--- config.mk ---
export PLATFORM = sky130hd
export DESIGN_NAME = vinst_encoder
export DESIGN_NICKNAME = d
export VERILOG_FILES = /design/src/rtl/vmips_enc_pkg.sv /design/src/rtl/vinst_pack.sv /design/src/rtl/vinst_encoder.sv
export SDC_FILE = /design/constraint.sdc
export NUM_CORES = 1
export LEC_CHECK = 0
export CORE_AREA = 8 8 92 94
export CTS_BUF_LIST = sky130_fd_sc_hd__clkbuf_16
export DETAILED_ROUTE_END_ITERATION = 8
export DIE_AREA = 0 0 100 102
export MAX_ROUTING_LAYER = met4
export PLACE_DENSITY = 0.76
export RECOVER_POWER = 25
export SLEW_MARGIN = 0
export SYNTH_ARGS = -nofsm -noshare
export SYNTH_HDL_FRONTEND = slang
export SYNTH_HIERARCHICAL = 1
export SYNTH_SLANG_ARGS = --single-unit
--- constraint.sdc ---
create_clock -name clk -period 5.51 [get_ports clk]
set_clock_uncertainty 0.15 [all_clocks]
set_input_delay 1.102 -clock clk [delete_from_list [all_inputs] [get_ports clk]]
set_output_delay 1.102 -clock clk [all_outputs]
set_load 0.01 [all_outputs]
--- src/rtl/vmips_enc_pkg.sv ---
// Shared definitions for the vector-instruction encoder: op codes, FSM
// states, instruction format tags and function-field constants.
package vmips_enc_pkg;

  typedef enum logic [2:0] {
    OP_ADDVI   = 3'd0,
    OP_SUBVI   = 3'd1,
    OP_LD      = 3'd2,
    OP_ST      = 3'd3,
    OP_LDI     = 3'd4,
    OP_ADDV    = 3'd5,
    OP_SUBV    = 3'd6,
    OP_ILLEGAL = 3'd7
  } op_code_e;

  typedef enum logic [1:0] {
    S_IDLE,
    S_LOAD,
    S_DONE
  } enc_state_e;

  // Format tags occupying word[29:26]
  localparam logic [3:0] FMT_I5  = 4'b0001;
  localparam logic [3:0] FMT_MEM = 4'b1000;
  localparam logic [3:0] FMT_LDI = 4'b0010;
  localparam logic [3:0] FMT_R   = 4'b0100;

  // Function fields
  localparam logic [5:0] FUNCT_I5  = 6'b000110;
  localparam logic [5:0] FUNCT_R   = 6'b001110;
  localparam logic [3:0] FUNCT_LD  = 4'b1000;
  localparam logic [3:0] FUNCT_ST  = 4'b1001;
  localparam logic [2:0] FUNCT_LDI = 3'b110;

endpackage

--- src/rtl/vinst_pack.sv ---
// Combinational packing of one op into a 32-bit instruction word.
// Optional macro ENC_RANGE_CHECK_EN: reject 5-bit-immediate ops whose
// immediate does not fit in op_imm[4:0] instead of truncating it.
module vinst_pack
  import vmips_enc_pkg::*;
(
  input  logic [2:0]  op_code,
  input  logic [4:0]  op_rd,
  input  logic [4:0]  op_rs,
  input  logic [4:0]  op_rt,
  input  logic [9:0]  op_imm,
  output logic [31:0] word,
  output logic        legal
);

  // Field placement per format; every bit not named stays zero
  always_comb begin
    word  = '0;
    legal = 1'b1;
    case (op_code)
      OP_ADDVI, OP_SUBVI: begin
        word[29:26] = FMT_I5;
        word[25:23] = (op_code == OP_SUBVI) ? 3'b001 : 3'b000;
        word[20:16] = op_imm[4:0];
        word[15:11] = op_rs;
        word[10:6]  = op_rd;
        word[5:0]   = FUNCT_I5;
`ifdef ENC_RANGE_CHECK_EN
        if (op_imm[9:5] != 5'd0) legal = 1'b0;
`endif
      end
      OP_LD, OP_ST: begin
        word[29:26] = FMT_MEM;
        word[25:16] = op_imm;
        word[15:11] = op_rs;
        word[10:6]  = (op_code == OP_LD) ? op_rd : op_rt;
        word[5:2]   = (op_code == OP_LD) ? FUNCT_LD : FUNCT_ST;
      end
      OP_LDI: begin
        word[29:26] = FMT_LDI;
        word[25:23] = FUNCT_LDI;
        word[20:11] = op_imm;
        word[10:6]  = op_rd;
      end
      OP_ADDV, OP_SUBV: begin
        word[29:26] = FMT_R;
        word[25:23] = (op_code == OP_SUBV) ? 3'b001 : 3'b000;
        word[20:16] = op_rt;
        word[15:11] = op_rs;
        word[10:6]  = op_rd;
        word[5:0]   = FUNCT_R;
      end
      default: begin
        legal = 1'b0;
      end
    endcase
  end

endmodule

--- src/rtl/vinst_encoder.sv ---
// Session-based instruction encoder: accepts a stream of ops after a start
// pulse and writes packed words to consecutive instruction-memory addresses.
// Optional macro ENC_RANGE_CHECK_EN (handled in vinst_pack).
module vinst_encoder
  import vmips_enc_pkg::*;
(
  input  logic        clk,
  input  logic        rst,
  input  logic        start,
  input  logic [7:0]  base_addr,
  input  logic        op_valid,
  output logic        op_ready,
  input  logic        op_last,
  input  logic [2:0]  op_code,
  input  logic [4:0]  op_rd,
  input  logic [4:0]  op_rs,
  input  logic [4:0]  op_rt,
  input  logic [9:0]  op_imm,
  output logic        imem_we,
  output logic [7:0]  imem_addr,
  output logic [31:0] imem_wdata,
  output logic        busy,
  output logic        done,
  output logic        err,
  output logic [8:0]  inst_count
);

  enc_state_e  state_q, state_d;
  logic [7:0]  addr_q, addr_d;
  logic [8:0]  cnt_q, cnt_d;
  logic        err_q, err_d;
  logic        end_pend_q, end_pend_d;
  logic        we_q, we_d;
  logic [7:0]  waddr_q, waddr_d;
  logic [31:0] wdata_q, wdata_d;

  logic [31:0] pack_word;
  logic        pack_legal;

  vinst_pack u_pack (
    .op_code (op_code),
    .op_rd   (op_rd),
    .op_rs   (op_rs),
    .op_rt   (op_rt),
    .op_imm  (op_imm),
    .word    (pack_word),
    .legal   (pack_legal)
  );

  // Next-state, counters and write-port register inputs
  always_comb begin
    state_d    = state_q;
    addr_d     = addr_q;
    cnt_d      = cnt_q;
    err_d      = err_q;
    end_pend_d = end_pend_q;
    we_d       = 1'b0;
    waddr_d    = waddr_q;
    wdata_d    = wdata_q;
    case (state_q)
      S_IDLE: begin
        if (start) begin
          state_d    = S_LOAD;
          addr_d     = base_addr;
          cnt_d      = '0;
          err_d      = 1'b0;
          end_pend_d = 1'b0;
        end
      end
      S_LOAD: begin
        // A session end raised by a written op waits one cycle so its write
        // drains before DONE; skipped ops have no write to wait for.
        if (end_pend_q) begin
          state_d    = S_DONE;
          end_pend_d = 1'b0;
        end else if (op_valid) begin
          if (pack_legal) begin
            we_d    = 1'b1;
            waddr_d = addr_q;
            wdata_d = pack_word;
            addr_d  = addr_q + 8'd1;
            cnt_d   = cnt_q + 9'd1;
            if (addr_q == 8'hFF) begin
              err_d      = 1'b1;
              end_pend_d = 1'b1;
            end
            if (op_last) end_pend_d = 1'b1;
          end else begin
            err_d = 1'b1;
            if (op_last) state_d = S_DONE;
          end
        end
      end
      S_DONE: begin
        state_d = S_IDLE;
      end
      default: begin
        state_d = S_IDLE;
      end
    endcase
  end

  // State and output registers with synchronous reset
  always_ff @(posedge clk) begin
    if (rst) begin
      state_q    <= S_IDLE;
      addr_q     <= '0;
      cnt_q      <= '0;
      err_q      <= 1'b0;
      end_pend_q <= 1'b0;
      we_q       <= 1'b0;
      waddr_q    <= '0;
      wdata_q    <= '0;
    end else begin
      state_q    <= state_d;
      addr_q     <= addr_d;
      cnt_q      <= cnt_d;
      err_q      <= err_d;
      end_pend_q <= end_pend_d;
      we_q       <= we_d;
      waddr_q    <= waddr_d;
      wdata_q    <= wdata_d;
    end
  end

  assign op_ready   = (state_q == S_LOAD) && !end_pend_q;
  assign busy       = (state_q != S_IDLE);
  assign done       = (state_q == S_DONE);
  assign err        = err_q;
  assign inst_count = cnt_q;
  assign imem_we    = we_q;
  assign imem_addr  = waddr_q;
  assign imem_wdata = wdata_q;

endmodule

==> results.sh, run 1 <==
export IMPL_status="finished, final reports clean"
export IMPL_detail_route_vias_per_cell=5.24
export IMPL_fmax_ghz=0.278
export IMPL_end_kind="flip-flop"
export IMPL_die_w_um=100
export IMPL_holdBufCountCts=0
export IMPL_multi_input_area_um2=1610
export IMPL_clk_latency_ns=0.32
export IMPL_die_area_um2=10200
export IMPL_antenna_found_initial=0
export IMPL_rsz0062_at_grt="false"
export IMPL_synthToLayoutAreaGrowth_pct=39.3
export IMPL_synthFlopType="dfxtp_1"
export IMPL_h_tree_depth=3
export IMPL_clock_path_buffers=2
export IMPL_synth_area_mux_share=0.0149
export IMPL_diodes=0
export IMPL_ant_nets=0
export IMPL_grtUsageTotal=0.179
export IMPL_leakage_nw=1.57
export IMPL_gp_congestion=0.863
export IMPL_power_switching_mw=0.290
export IMPL_cts_buffers=9
export IMPL_path_max_fanout=21
export IMPL_cts_sinks=62
export IMPL_drive_above_1_share=0.0458
export IMPL_combPwrFrac=0.149
export IMPL_postCtsSetupBuffers=0
export IMPL_timing_final_crit_share=0.652
export IMPL_place_area_um2=3960
export IMPL_ys_ff_latch=62
export IMPL_syn_instance_count=396
export IMPL_fillCellCount=665
export IMPL_hold_class="flip-flop to flip-flop"
export IMPL_regArea_um2=1240
export IMPL_slew_headroom=0.339
export IMPL_synth_adder_area_share=0.00828
export IMPL_crit_chain="clkdlybuf4s50_1, nand3_1, nand3b_1, nor2_2, buf_4, nand2_1, a21oi_1"
export IMPL_synth_edf_count=0
export IMPL_cts_tree="built"
export IMPL_powerDensity_nw_per_um2=268
export IMPL_grt_first_pass_wirelength_um=14200
export IMPL_tightest_slew_ns=0.992
export IMPL_clkTransAtPathRegs_ns=0.05
export IMPL_critPathArrivalTime_ns=3.69
export IMPL_ios=95
export IMPL_coreArea_um2=7060
export IMPL_dieHeight_um=102
export IMPL_drv_slew=0
export IMPL_synth_area_um2=3020
export IMPL_rows=31
export IMPL_cp_required_ns=5.60
export IMPL_total_power_mw=1.13
export IMPL_min_period_ns=3.59
export IMPL_post_cts_resized=0
export IMPL_finalHoldViolations=0
export IMPL_yosys_area_share_simple=0.266
export IMPL_synth_top_family_by_area="simple AND/OR/NAND/NOR gates"
export IMPL_wl_per_cell_um=15.0
export IMPL_critPathLaunchType="primary input"
export IMPL_via_count=3035
export IMPL_initial_utilization=0.428
export IMPL_slowest_stage="clkdlybuf4s50_1"
export IMPL_grt_overflow=0
export IMPL_fin_cells=579
export IMPL_p_sw_frac=0.258
export IMPL_grt_max_degree=56
export IMPL_hpwlAfterDp_um=6250
export IMPL_max_stage_delay_ns=0.81
export IMPL_final_cell_area_um2=4210
export IMPL_maxCapViolations=0
export IMPL_setup_viol=0
export IMPL_synth_warnings=6
export IMPL_syn_area_per_cell_um2=7.63
export IMPL_first_global_vias=2981
export IMPL_port_buffers=94
export IMPL_dr_pass1_iters=4
export IMPL_ir_drop_mv=0.158
export IMPL_place_detailed_instances=565
export IMPL_clockRootBuffer="clkbuf_16"
export IMPL_synth_xor_area_frac=0.0116
export IMPL_drc_errors=0
export IMPL_p_int_mw=0.837
export IMPL_pwr_share_clk=0.423
export IMPL_synthDistinctLibCells=45
export IMPL_pwr_share_seq=0.428
export IMPL_layout_common_cells="nand2_1 (98), clkdlybuf4s50_1 (64), dfxtp_1 (62)"
export IMPL_drt_iter0_markers=150
export IMPL_fin_hold_ws_ns=0.298
export IMPL_crit_type="primary input to flip-flop"
export IMPL_wirelength_um=8680
export IMPL_mostFrequentLayoutCell="nand2_1"
export IMPL_synth_compound_area_frac=0.227
export IMPL_nNetsFinal=520
export IMPL_setup_tns_ns=0
export IMPL_synthArstFlopShare=0
export IMPL_yosysSeqAreaShare=0.411
## path summary, 6_finish.rpt
check / startpoint / endpoint / slack [ns] / depth (start not counted)
hold reg to reg: imem_wdata[26] / imem_wdata[26] / 0.30 / 2
setup reg to reg: state_q[0] / imem_wdata[5] / 2.87 / 5
setup / recovery: op_code[1] / imem_wdata[5] / 1.92 / 7
hold / removal: imem_wdata[26] / imem_wdata[26] / 0.30 / 2
## final cells by class
| cell class | count | share of cell area |
|---|---|---|
| clock buffers | 9 | 0.0535 |
| multi-input cells | 300 | 0.383 |
| inverters | 7 | 0.00624 |
| well taps | 99 | 0.0294 |
| clock inverters | 5 | 0.00476 |
| flip-flops and latches | 62 | 0.295 |
| repair buffers | 97 | 0.228 |
## sequential cells by signal, summed over array words and instances, names as in the netlist
signal	count
imem_wdata	32
inst_count	9
addr_q	8
imem_addr	8
state_q	2
end_pend_q	1
err	1
imem_we	1
## metal layers
metal  GRT usage  wire [µm]  up-vias
met5           -          0        -
met4      0.0709        151        0
met3      0.0613        631       12
met2       0.273       3830      100
met1       0.211       4070     1399
li1            -          -     1524
## critical path: cells and delay by family
family                 cells  cell delay [ns]
and+or+nand+nor            4             1.26
buffers and inverters      2             1.18
AOI/OAI and AO/OA          1             0.14
## stage by stage
| stage | util | setup WS (ns) |
|---|---|---|
| after floorplan | - | 2.73 |
| after global placement | 0.561 | 1.73 |
| after detailed placement | 0.561 | 1.62 |
| after CTS | 0.596 | 1.96 |
| after global routing | 0.596 | 1.70 |
| final | 0.596 | 1.92 |
## power by group through the flow
stage	logic, mW	clock network [mW]	registers [mW]
2_1_floorplan	0.0941	0	0.492
3_3_place_gp	0.167	0	0.491
3_5_place_dp	0.169	0	0.492
4_1_cts	0.170	0.485	0.483
5_1_grt	0.184	0.508	0.485
6_report	0.168	0.476	0.483
## cell families after synthesis
group                    Yosys count
AND/OR/NAND/NOR                  173
multiplexers                       4
buffers and inverters             37
AO/OA/AOI/OAI                    113
adder cells (fa/ha/maj)            2
XOR/XNOR                           4
other                              1
flip-flops                        62
## synthesized netlist by cell type, drive strengths merged (5+ instances only)
master,count,area (µm²)
nand2,99,374
dfxtp,62,1240
a21oi,60,300
nor2,22,82.6
buf,17,106
clkbuf,13,48.8
nand2b,10,70.1
nand3,10,50.1
o21ai,10,50.0
a22oi,9,67.6
inv,7,26.3
nor2b,7,43.8
a211oi,6,45.0
and2,6,37.5
o31ai,6,45.0
nor3,5,25.0
o2bb2ai,5,43.8
Power figures use the tool's default switching activity.
==> run 2, diff against run 1 <==
--- a/config.mk
+++ b/config.mk
@@ -5,10 +5,10 @@
 export SDC_FILE = /design/constraint.sdc
 export NUM_CORES = 1
 export LEC_CHECK = 0
-export CORE_AREA = 8 8 92 94
+export CORE_AREA = 8 8 94 96
 export CTS_BUF_LIST = sky130_fd_sc_hd__clkbuf_16
 export DETAILED_ROUTE_END_ITERATION = 8
-export DIE_AREA = 0 0 100 102
+export DIE_AREA = 0 0 102 104
 export MAX_ROUTING_LAYER = met4
 export PLACE_DENSITY = 0.76
 export RECOVER_POWER = 25
==> constraint.sdc (replaced) <==
create_clock -name clk -period 3.1 [get_ports clk]
set_clock_uncertainty 0.15 [all_clocks]
set_input_delay 0.62 -clock clk [delete_from_list [all_inputs] [get_ports clk]]
set_output_delay 0.62 -clock clk [all_outputs]
set_load 0.01 [all_outputs]
==> results.sh, run 2 (synthesis gave the netlist of run 1 again) <==
export IMPL_combPwrFrac=0.144
export IMPL_r2r_end="imem_addr[2]"
export IMPL_rsz0062_at_grt="false"
export IMPL_min_period_ns=2.49
export IMPL_drc_errors=0
export IMPL_leakage_nw=1.61
export IMPL_grtUsageTotal=0.168
export IMPL_ant_nets=0
export IMPL_clk_latency_ns=0.33
export IMPL_coreArea_um2=7450
export IMPL_p_int_mw=1.59
export IMPL_place_detailed_instances=574
export IMPL_h_tree_depth=3
export IMPL_post_cts_resized=0
export IMPL_dr_pass1_iters=5
export IMPL_via_count=3072
export IMPL_end_kind="output port"
export IMPL_multi_input_area_um2=1610
export IMPL_ir_drop_mv=0.318
export IMPL_place_ws_ns=0.521
export IMPL_hpwlAfterDp_um=6370
export IMPL_setup_viol=0
export IMPL_clockRootBuffer="clkbuf_16"
export IMPL_total_power_mw=2.14
export IMPL_cts_sinks=62
export IMPL_powerDensity_nw_per_um2=495
export IMPL_crit_chain="nand2b_1, nor2_1, clkdlybuf4s50_1"
export IMPL_cp_required_ns=2.33
export IMPL_mostFrequentLayoutCell="nand2_1"
export IMPL_crit_buf_inv=1
export IMPL_hold_class="flip-flop to flip-flop"
export IMPL_layout_common_cells="nand2_1 (98), clkdlybuf4s50_1 (66), dfxtp_1 (62)"
export IMPL_reg2regPathDepth=6
export IMPL_fillCellCount=712
export IMPL_clkTransAtPathRegs_ns=0.06
export IMPL_die_w_um=102
export IMPL_grt_first_pass_wirelength_um=14000
export IMPL_grt_overflow=0
export IMPL_crit_family="buffers and inverters"
export IMPL_clock_path_buffers=2
export IMPL_critPathLaunchType="flip-flop"
export IMPL_max_stage_delay_ns=0.57
export IMPL_pwr_share_seq=0.401
export IMPL_finalHoldViolations=0
export IMPL_ios=95
export IMPL_p_sw_frac=0.255
export IMPL_min_delay_start="imem_wdata[9]"
export IMPL_fin_util=0.579
export IMPL_timing_final_crit_share=0.803
export IMPL_fin_cells=590
export IMPL_antenna_found_initial=0
export IMPL_fmax_ghz=0.402
export IMPL_detail_route_vias_per_cell=5.21
export IMPL_drt_iter0_markers=99
export IMPL_largest_reg_flops=32
export IMPL_hold_end="imem_wdata[9]"
export IMPL_die_area_um2=10600
export IMPL_maxCapViolations=0
export IMPL_tightest_slew_ns=0.583
export IMPL_pwr_share_clk=0.455
export IMPL_synthToLayoutAreaGrowth_pct=42.8
export IMPL_rows=32
export IMPL_drive_above_1_share=0.0656
export IMPL_postCtsSetupBuffers=0
export IMPL_holdBufCountCts=0
export IMPL_r2r_start="state_q[1]"
export IMPL_final_cell_area_um2=4310
export IMPL_setup_tns_ns=0
export IMPL_setup_ws_ns=0.612
export IMPL_initial_utilization=0.406
export IMPL_diodes=0
export IMPL_cts_tree="built"
export IMPL_port_buffers=94
export IMPL_slowest_stage="clkdlybuf4s50_1"
export IMPL_place_area_um2=4020
export IMPL_critPathArrivalTime_ns=1.72
export IMPL_wl_per_cell_um=14.9
export IMPL_dieHeight_um=104
export IMPL_nNetsFinal=526
export IMPL_slew_headroom=0.612
export IMPL_hold_depth=2
export IMPL_crit_type="flip-flop to output port"
export IMPL_fin_hold_ws_ns=0.298
export IMPL_path_max_fanout=9
export IMPL_gp_congestion=0.861
export IMPL_grt_max_degree=43
export IMPL_cts_buffers=9
export IMPL_wirelength_um=8780
export IMPL_regArea_um2=1240
export IMPL_drv_slew=0
export IMPL_status="finished, final reports clean"
export IMPL_first_global_vias=2906
export IMPL_r2r_setup_slack_ns=1.23
export IMPL_power_switching_mw=0.544
==> run 2: worst reg2reg max path, cell delays in order (launching register included) <==
cell,delay [ns]
dfxtp_1,0.53
nand2b_1,0.19
buf_4,0.26
or2_1,0.19
buf_12,0.21
nand2_1,0.11
a21oi_1,0.15
==> run 2: how the worst max path moves through the flow <==
stage / start / to / cells after the start
5_1_grt: op_code[1] / addr_q[0] / 6
6_report: state_q[0] / op_ready / 3
3_5_place_dp: op_code[0] / inst_count[5] / 6
3_3_place_gp: op_code[0] / inst_count[5] / 6
4_1_cts: state_q[0] / op_ready / 3
2_1_floorplan: op_code[1] / inst_count[7] / 7
==> run 2: area by class of cell <==
| type | count | share of cell area |
|---|---|---|
| clock buffer | 9 | 0.0522 |
| clock inverter | 7 | 0.0151 |
| inverter | 7 | 0.00609 |
| sequential | 62 | 0.288 |
| timing repair buffer | 103 | 0.235 |
| tap | 102 | 0.0296 |
| multi-input combinational | 300 | 0.374 |
==> run 2: layer usage <==
metal,vias up,track usage,part of all wire
met3,10,0.0596,0.096
met4,0,0.0630,0.016
met1,1399,0.197,0.43
met2,124,0.257,0.46
met5,-,-,0
li1,1539,-,-
==> run 2: power by group through the flow <==
stage	sequential, mW	clock, mW	combinational (mW)
floorplan	0.874	0	0.167
global placement	0.872	0	0.305
detailed placement	0.873	0	0.311
CTS	0.856	0.991	0.313
global route	0.860	1.02	0.339
finish	0.856	0.972	0.308
==> run 3, diff against run 2 <==
==> constraint.sdc (replaced) <==
create_clock -name clk -period 2.06 [get_ports clk]
set_clock_uncertainty 0.15 [all_clocks]
set_input_delay 0.412 -clock clk [delete_from_list [all_inputs] [get_ports clk]]
set_output_delay 0.412 -clock clk [all_outputs]
set_load 0.01 [all_outputs]
==> results.sh, run 3 (synthesis gave the netlist of run 1 again) <==
export IMPL_cp_required_ns=1.50
export IMPL_coreArea_um2=7450
export IMPL_fin_util=0.603
export IMPL_leakage_nw=1.72
export IMPL_p_sw_frac=0.241
export IMPL_grtUsageTotal=0.178
export IMPL_gp_congestion=0.919
export IMPL_postCtsSetupBuffers=0
export IMPL_end_kind="output port"
export IMPL_maxCapViolations=0
export IMPL_antenna_found_initial=0
export IMPL_clkTransAtPathRegs_ns=0.05
export IMPL_place_detailed_instances=595
export IMPL_hpwlAfterDp_um=6620
export IMPL_pwr_share_seq=0.383
export IMPL_dieHeight_um=104
export IMPL_wirelength_um=8940
export IMPL_critPathArrivalTime_ns=1.43
export IMPL_clk_latency_ns=0.32
export IMPL_drc_errors=0
export IMPL_timing_final_crit_share=0.969
export IMPL_ios=95
export IMPL_fin_hold_ws_ns=0.298
export IMPL_diodes=0
export IMPL_hold_class="flip-flop to flip-flop"
export IMPL_fmax_ghz=0.501
export IMPL_setup_viol=0
export IMPL_place_area_um2=4200
export IMPL_rsz0062_at_grt="false"
export IMPL_clock_path_buffers=2
export IMPL_fillCellCount=711
export IMPL_cts_tree="built"
export IMPL_rows=32
export IMPL_clockRootBuffer="clkbuf_16"
export IMPL_pwr_share_clk=0.465
export IMPL_cts_sinks=62
export IMPL_first_global_vias=3151
export IMPL_holdBufCountCts=0
export IMPL_layout_common_cells="nand2_1 (98), clkdlybuf4s50_1 (72), dfxtp_1 (62)"
export IMPL_finalHoldViolations=0
export IMPL_ant_nets=0
export IMPL_grt_overflow=0
export IMPL_synthToLayoutAreaGrowth_pct=48.6
export IMPL_combPwrFrac=0.151
export IMPL_p_int_mw=2.54
export IMPL_status="finished, final reports clean"
export IMPL_detail_route_vias_per_cell=5.17
export IMPL_final_cell_area_um2=4490
export IMPL_cts_buffers=9
export IMPL_mostFrequentLayoutCell="nand2_1"
export IMPL_dr_pass1_iters=6
export IMPL_port_buffers=94
export IMPL_fin_cells=611
export IMPL_wl_per_cell_um=14.6
export IMPL_grt_max_degree=34
export IMPL_ir_drop_mv=0.418
export IMPL_crit_type="flip-flop to output port"
export IMPL_min_period_ns=2.00
export IMPL_die_area_um2=10600
export IMPL_die_w_um=102
export IMPL_drv_slew=0
export IMPL_drt_iter0_markers=85
export IMPL_powerDensity_nw_per_um2=746
export IMPL_nNetsFinal=547
export IMPL_drive_above_1_share=0.100
export IMPL_path_max_fanout=8
export IMPL_largest_reg_flops=32
export IMPL_h_tree_depth=3
export IMPL_initial_utilization=0.406
export IMPL_via_count=3158
export IMPL_critPathLaunchType="flip-flop"
export IMPL_grt_first_pass_wirelength_um=15000
export IMPL_power_switching_mw=0.807
-- run 3: power by group through the flow --
stage,clock [mW],combinational [mW],sequential [mW]
3_3_place_gp,0,0.507,1.31
6_report,1.56,0.507,1.28
4_1_cts,1.58,0.518,1.28
2_1_floorplan,0,0.252,1.32
5_1_grt,1.65,0.556,1.29
3_5_place_dp,0,0.514,1.31
-- run 3: routing by layer --
layer	part of all wire	routed length [µm]	vias up	global-route usage
li1	-	-	1588	-
met1	0.44	3950	1453	0.206
met2	0.47	4210	100	0.284
met3	0.067	600	17	0.0475
met4	0.020	182	0	0.0682
met5	0	0	-	-
-- run 3: area by class of cell --
type                       instances  area, µm²  area share
clock buffer                       9        225      0.0502
sequential                        62       1240       0.276
multi-input combinational        300       1600       0.357
tap                              102        128      0.0284
clock inverter                     7       80.1      0.0178
inverter                           7       26.3     0.00585
timing repair buffer             124       1180       0.264
-- run 3: stage by stage --
step           TNS, ns  setup slack, ns  power (mW)
6_report             0           0.0648        3.35
5_1_grt              0           0.0135        3.49
4_1_cts              0           0.0370        3.39
3_5_place_dp     -3.93           -0.170        1.82
3_3_place_gp     -3.55           -0.112        1.81
2_1_floorplan        0           0.0497        1.57
-- run 3: path summary, 6_finish.rpt --
| path | from | endpoint | slack (ns) | cells past startpoint |
|---|---|---|---|---|
| max | state_q[0] | done | 0.06 | 3 |
| min | imem_addr[3] | imem_addr[3] | 0.30 | 2 |
| max reg2reg | state_q[0] | inst_count[7] | 0.33 | 5 |
| min reg2reg | imem_addr[3] | imem_addr[3] | 0.30 | 2 |
-- run 3: critical path, stage by stage, from the launching register on --
cell and delay, ns:
dfxtp_1 0.31, buf_4 0.16, nor2b_1 0.10, clkdlybuf4s50_1 0.54
-- run 3: repair_timing --
item / CTS / global route
hold endpoints to repair: 0 / 0
gates resized for setup: 1 / 1
cloned: 0 / 0
setup endpoints to repair: 1 / 1
pin swaps: 0 / 0
